==> src/rtl/half_joiner_pkg.sv <==
// Shared definitions for the half-word joiner: FSM state encodings, the
// error-counter width and a saturating-increment helper.
package half_joiner_pkg;

    // Receive FSM states. The encodings are fixed so that the other pipeline
    // stages can decode them the same way.
    typedef enum logic [1:0] {
        WAIT_LSB = 2'd0,
        WAIT_MSB = 2'd1,
        FULL     = 2'd2
    } state_e;

    // Width of the sequence-error counter.
    localparam int ERRCNT_W = 8;

    // Adds one and stops at all-ones.
    function automatic logic [ERRCNT_W-1:0] sat_inc(input logic [ERRCNT_W-1:0] v);
        return (v == '1) ? v : v + 1'b1;
    endfunction

endpackage

==> src/rtl/half_joiner_if.sv <==
// Stream bundle for the half-word joiner: the narrow input stream, the wide
// output stream, flush, the error outputs and a debug view of the FSM state.
//
// Handshake: a transfer happens on a rising edge where valid && ready are both
// high. The sender holds data stable while valid is high and ready is low.
// ready may be high while valid is low. in_ready never looks at in_valid.
interface half_joiner_if
    import half_joiner_pkg::*;
#(
    parameter int nbits = 7
) ();

    logic                  flush;
    logic [nbits-1:0]      in_data;
    logic                  in_msb;
    logic                  in_valid;
    logic                  in_ready;
    logic [2*nbits-1:0]    out_data;
    logic                  out_valid;
    logic                  out_ready;
    logic                  seq_err;
    logic [ERRCNT_W-1:0]   err_count;
    state_e                dbg_state;

    // Upstream producer plus downstream consumer side.
    modport master (
        output flush,
        output in_data,
        output in_msb,
        output in_valid,
        input  in_ready,
        input  out_data,
        input  out_valid,
        output out_ready,
        input  seq_err,
        input  err_count,
        input  dbg_state
    );

    // Joiner side.
    modport slave (
        input  flush,
        input  in_data,
        input  in_msb,
        input  in_valid,
        output in_ready,
        output out_data,
        output out_valid,
        input  out_ready,
        output seq_err,
        output err_count,
        output dbg_state
    );

endinterface

==> src/rtl/half_joiner_sat_counter.sv <==
// Saturating event counter. It counts enable pulses and stops at all-ones.
// Only reset clears it.
module sat_counter
    import half_joiner_pkg::*;
(
    input  logic                clk,
    input  logic                rst_n,
    input  logic                en_i,
    output logic [ERRCNT_W-1:0] count_o
);

    logic [ERRCNT_W-1:0] count_q;
    logic [ERRCNT_W-1:0] count_d;

    // Next count: step on enable, hold at the ceiling.
    always_comb begin
        count_d = count_q;
        if (en_i) begin
            count_d = sat_inc(count_q);
        end
    end

    // Count register.
    always_ff @(posedge clk or negedge rst_n) begin
        if (!rst_n) begin
            count_q <= '0;
        end else begin
            count_q <= count_d;
        end
    end

    assign count_o = count_q;

endmodule

==> src/rtl/half_joiner.sv <==
// half_joiner: rebuilds a 2*nbits word from an lsb half followed by an msb
// half arriving over a valid/ready stream. The word is presented on a
// registered valid/ready output as {msb, lsb}. A half that arrives out of
// order raises a one-cycle seq_err pulse.
// Optional feature: define HALF_JOINER_ERRCNT_EN to build the saturating
// error counter behind err_count. Otherwise err_count is tied to 0.
module half_joiner
    import half_joiner_pkg::*;
#(
    parameter int nbits = 7
) (
    input  logic         clk,
    input  logic         rst_n,
    half_joiner_if.slave bus
);

    state_e               state_q;
    state_e               state_d;
    logic [nbits-1:0]     lsb_q;
    logic [nbits-1:0]     lsb_d;
    logic [2*nbits-1:0]   out_data_q;
    logic [2*nbits-1:0]   out_data_d;
    logic                 out_valid_q;
    logic                 out_valid_d;
    logic                 seq_err_q;
    logic                 seq_err_d;
    logic                 in_ready;
    logic                 in_xfer;
    logic                 out_xfer;

    // Input readiness. In FULL the block accepts a half only when the held
    // word leaves on the same edge. Flush blocks the input in every state.
    always_comb begin
        in_ready = !bus.flush && ((state_q != FULL) || bus.out_ready);
        in_xfer  = bus.in_valid && in_ready;
        out_xfer = out_valid_q && bus.out_ready;
    end

    // Next-state and register-input logic. Flush overrides every other event.
    always_comb begin
        state_d     = state_q;
        lsb_d       = lsb_q;
        out_data_d  = out_data_q;
        out_valid_d = out_valid_q;
        seq_err_d   = 1'b0;

        if (bus.flush) begin
            state_d     = WAIT_LSB;
            out_valid_d = 1'b0;
            lsb_d       = '0;
        end else begin
            unique case (state_q)
                WAIT_LSB: begin
                    if (in_xfer) begin
                        if (!bus.in_msb) begin
                            lsb_d   = bus.in_data;
                            state_d = WAIT_MSB;
                        end else begin
                            // An msb without a preceding lsb is dropped.
                            seq_err_d = 1'b1;
                        end
                    end
                end
                WAIT_MSB: begin
                    if (in_xfer) begin
                        if (bus.in_msb) begin
                            out_data_d  = {bus.in_data, lsb_q};
                            out_valid_d = 1'b1;
                            state_d     = FULL;
                        end else begin
                            // A repeated lsb replaces the stored one.
                            lsb_d     = bus.in_data;
                            seq_err_d = 1'b1;
                        end
                    end
                end
                FULL: begin
                    if (out_xfer) begin
                        out_valid_d = 1'b0;
                        state_d     = WAIT_LSB;
                        // A half taken on the draining edge starts the next word.
                        if (in_xfer) begin
                            if (!bus.in_msb) begin
                                lsb_d   = bus.in_data;
                                state_d = WAIT_MSB;
                            end else begin
                                seq_err_d = 1'b1;
                            end
                        end
                    end
                end
                default: begin
                    state_d     = WAIT_LSB;
                    out_valid_d = 1'b0;
                end
            endcase
        end
    end

    // State, partial-word and output registers.
    always_ff @(posedge clk or negedge rst_n) begin
        if (!rst_n) begin
            state_q     <= WAIT_LSB;
            lsb_q       <= '0;
            out_data_q  <= '0;
            out_valid_q <= 1'b0;
            seq_err_q   <= 1'b0;
        end else begin
            state_q     <= state_d;
            lsb_q       <= lsb_d;
            out_data_q  <= out_data_d;
            out_valid_q <= out_valid_d;
            seq_err_q   <= seq_err_d;
        end
    end

    assign bus.in_ready  = in_ready;
    assign bus.out_data  = out_data_q;
    assign bus.out_valid = out_valid_q;
    assign bus.seq_err   = seq_err_q;
    assign bus.dbg_state = state_q;

`ifdef HALF_JOINER_ERRCNT_EN
    logic [ERRCNT_W-1:0] err_count;

    // The count steps on the same edge that raises seq_err.
    sat_counter u_err_cnt (
        .clk     (clk),
        .rst_n   (rst_n),
        .en_i    (seq_err_d),
        .count_o (err_count)
    );

    assign bus.err_count = err_count;
`else
    assign bus.err_count = '0;
`endif

endmodule

==> src/flat_wrapper.sv <==
// flat-port wrapper written by rule: the top's interface ports become plain ports
module half_joiner_flat import half_joiner_pkg::*;
#(
    parameter int nbits = 7
)
  (clk, rst_n, bus_flush, bus_in_data, bus_in_msb, bus_in_valid, bus_in_ready, bus_out_data, bus_out_valid, bus_out_ready, bus_seq_err, bus_err_count, bus_dbg_state);
  half_joiner_if #(.nbits(nbits)) bus_i ();
  input  logic clk;
  input  logic rst_n;
  input wire logic [$bits(bus_i.flush)-1:0] bus_flush;
  input wire logic [$bits(bus_i.in_data)-1:0] bus_in_data;
  input wire logic [$bits(bus_i.in_msb)-1:0] bus_in_msb;
  input wire logic [$bits(bus_i.in_valid)-1:0] bus_in_valid;
  output wire logic [$bits(bus_i.in_ready)-1:0] bus_in_ready;
  output wire logic [$bits(bus_i.out_data)-1:0] bus_out_data;
  output wire logic [$bits(bus_i.out_valid)-1:0] bus_out_valid;
  input wire logic [$bits(bus_i.out_ready)-1:0] bus_out_ready;
  output wire logic [$bits(bus_i.seq_err)-1:0] bus_seq_err;
  output wire logic [$bits(bus_i.err_count)-1:0] bus_err_count;
  output wire logic [$bits(bus_i.dbg_state)-1:0] bus_dbg_state;
  assign bus_i.flush = bus_flush;
  assign bus_i.in_data = bus_in_data;
  assign bus_i.in_msb = bus_in_msb;
  assign bus_i.in_valid = bus_in_valid;
  assign bus_in_ready = bus_i.in_ready;
  assign bus_out_data = bus_i.out_data;
  assign bus_out_valid = bus_i.out_valid;
  assign bus_i.out_ready = bus_out_ready;
  assign bus_seq_err = bus_i.seq_err;
  assign bus_err_count = bus_i.err_count;
  assign bus_dbg_state = bus_i.dbg_state;
  half_joiner #(.nbits(nbits)) u_core (.clk(clk), .rst_n(rst_n), .bus(bus_i));
endmodule
==> config.mk <==
export PLATFORM = sky130hd
export DESIGN_NAME = half_joiner_flat
export DESIGN_NICKNAME = d
export VERILOG_FILES = /design/src/rtl/half_joiner_pkg.sv /design/src/rtl/half_joiner_if.sv /design/src/rtl/half_joiner_sat_counter.sv /design/src/rtl/half_joiner.sv /design/src/flat_wrapper.sv
export SDC_FILE = /design/constraint.sdc
export NUM_CORES = 1
export LEC_CHECK = 0
export CELL_PAD_IN_SITES_DETAIL_PLACEMENT = 1
export CELL_PAD_IN_SITES_GLOBAL_PLACEMENT = 1
export CORE_MARGIN = 1.5
export CORE_UTILIZATION = 32
export DETAILED_ROUTE_END_ITERATION = 16
export PLACE_DENSITY = 0.86
export SLEW_MARGIN = 20
export SYNTH_ARGS = -nofsm -noshare
export SYNTH_HDL_FRONTEND = slang
export SYNTH_HIERARCHICAL = 1
export SYNTH_SLANG_ARGS = --single-unit
==> constraint.sdc <==
create_clock -name clk -period 1.4 [get_ports clk]
set_input_delay 0.14 -clock clk [delete_from_list [all_inputs] [get_ports clk]]
set_output_delay 0.14 -clock clk [all_outputs]
set_load 0.005 [all_outputs]
Yosys cells after proc, flatten, opt, wreduce, memory -nomap -nowiden. Index checks and enable logic that the tools add are counted.

Word-level logic and storage cells: 53. Input bits: 13. Register bits after elaboration: 25. Output and inout bits: 27.

Equal/unequal tests: 9. Reductions and logical operators: 12. Muxes and demuxes: 26. Bitwise logic cells: 1.

Operators with widths (number): two-way mux 7 bit (4); two-way mux 2 bit (7); one-hot mux 7 bit (2 select lines) (1); two-way mux 1 bit (11); != test 3 x 2 -> 1 bit (second input constant) (3); AND reduction 4 bit (2); != test 3 bit (second input constant) (2); one-hot mux 1 bit (3 select lines) (2); one-hot mux 2 bit (3 select lines) (1); AND reduction 5 bit (1); != test 2 bit (second input constant) (2); logical AND 1 bit (3); nonzero test 3 bit (1); equality test 2 x 1 -> 1 bit (second input constant) (1); equality test 2 bit (second input constant) (1); zero test 2 bit (1); AND reduction 2 bit (1); OR reduction 2 bit (1); zero test 1 bit (1); logical OR 1 bit (1); NOT 1 bit (1).

Longest topological paths before layout. Gate-level depths: netlist of run 1.

Depth after elaboration: 8. Mapped depth: 5. Mapped depth without buffers: 3.

Worst setup path before layout of run 1. Ideal clock, no wire load.

Kind: register to register. Start: reg u_core.state_q[1], in the netlist u_core/bus.dbg_state[1]. End: reg u_core.out_data_q[0], in the netlist u_core/bus.out_data[0]. Data required time: 1.275 ns. Period minus slack after synthesis: 1.392 ns. Stages on the path, launching flop included: 5. Arrival: 1.267 ns. Buffers on the path: 1. Library setup time: 0.125 ns. Slack: 0.008 ns. Path through: dfrtp_1 > nand4b_4 > nor2_8 > buf_12 > mux2_4.

Longest elaborated chain between the ends: 5. Elaborated cells on any way between the ends: 6. Those cells by class: eq/ne: 2; reduce/logical: 4.

Ends and longest elaborated chain: start, declared (line half_joiner.sv:17) `state_e state_q;`; start signal, assigned (line half_joiner.sv:109) `state_q <= state_d;`; != test 2 bit (line half_joiner.sv:34) `in_ready = !bus.flush && ((state_q != FULL) || bus.out_ready);`; logical OR 1 bit (line half_joiner.sv:34); logical AND 1 bit (line half_joiner.sv:34); logical AND 1 bit (line half_joiner.sv:35) `in_xfer = bus.in_valid && in_ready;`; AND reduction 4 bit (no source line) *; end signal, assigned (line half_joiner.sv:111) `out_data_q <= out_data_d;`; end, declared (line half_joiner.sv:21) `logic [2*nbits-1:0] out_data_q;`.

Mark *: on every way between the ends. The rest lies on a longest branch, timed or not. A chain may end at the register's enable or synchronous reset.

Final worst setup path of run 1.
Start: reg u_core.state_q[1], in the netlist u_core/bus.dbg_state[1]. End: reg u_core.out_data_q[9], in the netlist u_core/bus.out_data[9].

Same word-level chain as after synthesis.

==> flow_summary.toml, run 1 <==
[clocking]
cts_buffer_depth = 2
clock_sinks = 25
clock-root-buffer = "clkbuf_8"
cts_hold_buf = 0
clk_pin_slew_ns = 0.08
htree_num_levels = 1
cts_buffers = 3
clock_latency_ns = 0.27
cts_tree = "built"

[synthesis]
yosys-top-cells-area = "dfrtp_1 52%, mux2_4 13%, a32o_1 5.8%, buf_4 5.0%, mux2_1 3.8%"
syn_avg_cell_area_um2 = 14.5
ys_seq_area_frac = 0.521
synth-main-ff-cell = "dfrtp_1"
synth.most_common_cell = "dfrtp_1"
synth_top_area_frac = 0.521
yosys_warnings = 6
synthesis.area_um2 = 1200
synthCells = 83
ys_async_sr_fraction = 1.00
synth-edff-count = 0
ys_types = 27
synthTopCellsByCount = "25 x dfrtp_1, 10 x mux2_4, 8 x buf_4"
ys_ff_latch = 25
synth_largest_area_cell = "dfrtp_1"

[floorplan]
coreArea_um2 = 3630
num_io_pins = 40
dieArea_um2 = 4130
rows = 22
die_w_um = 64.3
die-height_um = 64.3
start_util = 0.331

[placed_design]
dp_hpwl_um = 1990
place.gp.congestion = 0.806
dpl-instance-area_um2 = 1600
io_buffers = 31

[global_routing]
gr-total-overflow = 0
grt.busiest_layer = "met2"
grt_usage = 0.146
grt_pass1_wl_um = 4560
grt_antenna_before_repair = 0
grt_pass1_vias = 945
grt_max_degree = 26
grt.met2_usage = 0.260
grtUsageMet3 = 0.0352
grtUsageMet1 = 0.162

[power]
p_leak_nw = 0.796
ir_worst_vdd_uv = 350
powerDensity_nw_per_um2 = 1020

[drt]
routed_wl_um = 2700
ant_nets = 0
drt-pass1-iter-count = 4
via_count = 831
first_iter_violations = 38
detail_route.drc_violations = 0
viasPerCell = 4.64
wl_per_cell_um = 15.1

[cells_and_area]
utilization = 0.478
layout.nets = 145
drive_above_1_share = 0.344
fillers = 384
antenna_cells = 0
synthToLayoutAreaGrowth_pct = 44.5
final_area_um2 = 1740

[timing]
clock.fmax_ghz = 0.698
hold_violations = 0
period_minus_slack_ns = 1.43
worst_slack_ns = -0.0331
setup_tns_ns = -0.338
period_share = 1.02
setup_viol = 14
final-max-slew-violation-count = 0
finClkSkew_ns = 0.00315
rsz0062_at_grt = "yes"

[outcome]
status = "complete, but fails checks"
violations = "negative setup slack"

[setup_path]
cp-start-kind = "register"
critical_path.max_fanout = 10
cp_top_family = "flip-flops"
path_buf_inv = 2
worst_path_largest_cell_delay_ns = 0.41
crit_slowest_cell = "dfrtp_1"
path_class = "register to register"
endpoint_kind = "register"
path_cells = "buf_6, nand4b_4, nor2_8, buf_12, mux2_4"
worst_ep_required_time_ns = 1.56
arrival_ns = 1.59

[min_path]
hold_path.class = "primary input to async pin"

[run]
cap_violations = 0
## worst paths after layout
kind / startpoint / endpoint / slack (ns) / cells past startpoint
max reg2reg: u_core/bus.dbg_state[1] / u_core/bus.out_data[9] / -0.03 / 5
min reg2reg: u_core/lsb_q[5] / u_core/lsb_q[5] / 0.50 / 1
max in group asynchronous: rst_n / u_core/bus.dbg_state[0] / 0.91 / 2
max: u_core/bus.dbg_state[1] / u_core/bus.out_data[9] / -0.03 / 5
min in group clk: u_core/lsb_q[5] / u_core/lsb_q[5] / 0.50 / 1
min: rst_n / u_core/bus.out_data[10] / 0.23 / 2
## timing repair
action,4_1_cts,5_1_grt
gates cloned,0,0
resized for setup,11,6
endpoints found under the setup margin,18,23
buffers inserted,6,0
pin swaps,1,2
## cells in the final DEF (no fill, tap or decap)
| master | Yosys | layout |
|---|---|---|
| o22ai_4 | 1 | 1 |
| a21oi_1 | 3 | 3 |
| dlygate4sd2_1 | 0 | 2 |
| conb_1 | 1 | 8 |
| nand3b_1 | 2 | 2 |
| mux2_4 | 10 | 14 |
| nor2b_1 | 1 | 1 |
| a2111oi_2 | 0 | 1 |
| clkdlybuf4s50_1 | 0 | 28 |
| dfrtp_1 | 25 | 23 |
| clkbuf_8 | 0 | 3 |
| nor3b_2 | 0 | 1 |
| nor2_8 | 1 | 1 |
| buf_12 | 1 | 2 |
| and3b_2 | 0 | 1 |
| clkbuf_2 | 0 | 1 |
| nand2b_1 | 2 | 2 |
| nor3b_4 | 1 | 1 |
| inv_1 | 1 | 1 |
| nand2_1 | 2 | 2 |
| o21ai_4 | 0 | 1 |
| or2b_1 | 1 | 1 |
| a32o_1 | 7 | 7 |
| buf_6 | 1 | 2 |
| a211o_1 | 1 | 1 |
| nor2_1 | 3 | 3 |
| clkbuf_1 | 0 | 1 |
| nand4b_4 | 1 | 1 |
| dfrtp_2 | 0 | 2 |
| o21ai_0 | 1 | 1 |
| buf_4 | 8 | 13 |
## logic make-up (layout without fill, tap and decap cells)
logic type | Yosys count | in the layout | synth area share
other | 1 | 8 | 0.00312
flip-flops | 25 | 25 | 0.521
AND/OR/NAND/NOR | 16 | 16 | 0.116
buffers and inverters | 12 | 53 | 0.0833
multiplexers | 14 | 14 | 0.162
AO/OA/AOI/OAI | 15 | 15 | 0.115
## per-stage QoR
stage	power, mW	setup slack, ns	hold slack [ns]	cells
6_report	1.77	-0.0331	0.229	179
5_1_grt	1.87	-0.0858	0.254	179
4_1_cts	1.80	-0.0558	0.242	179
3_5_place_dp	1.34	-0.232	0.485	169
3_3_place_gp	1.32	-0.190	0.473	169
2_1_floorplan	1.07	0.00832	-0.156	90
## power by group
group          total, mW  switching, mW  internal, mW
Clock              0.425          0.221         0.204
Sequential         0.877         0.0610         0.816
Combinational      0.471          0.147         0.324
Total               1.77          0.429          1.34
## final cells by class
cell class | count | area (um^2) | area share
flip-flops and latches | 25 | 628 | 0.362
multi-input cells | 53 | 536 | 0.309
repair buffers | 48 | 463 | 0.267
well taps | 48 | 60.1 | 0.0346
clock buffers | 4 | 45.0 | 0.0260
inverters | 1 | 3.75 | 0.00216
## state kept, by name, indices dropped and copies added, names as in the netlist
register / flops
u_core/bus.out_data: 14
u_core/bus.dbg_state: 2
u_core/bus.out_valid: 1
u_core/lsb_q: 7
u_core/bus.seq_err: 1
## layer usage
metal / wire, um / up-vias
met5: 0 / -
li1: - / 379
met2: 1400 / 33
met3: 141 / 7
met4: 65 / 0
met1: 1090 / 412
(Power assumes the default switching activity.)
==> inputs of run 2 (changes only) <==
ABC_CLOCK_PERIOD_IN_PS = 1400   (was default)
==> results of run 2 <==
Same layout as run 1: the final DEF is identical, and so are final timing and power.
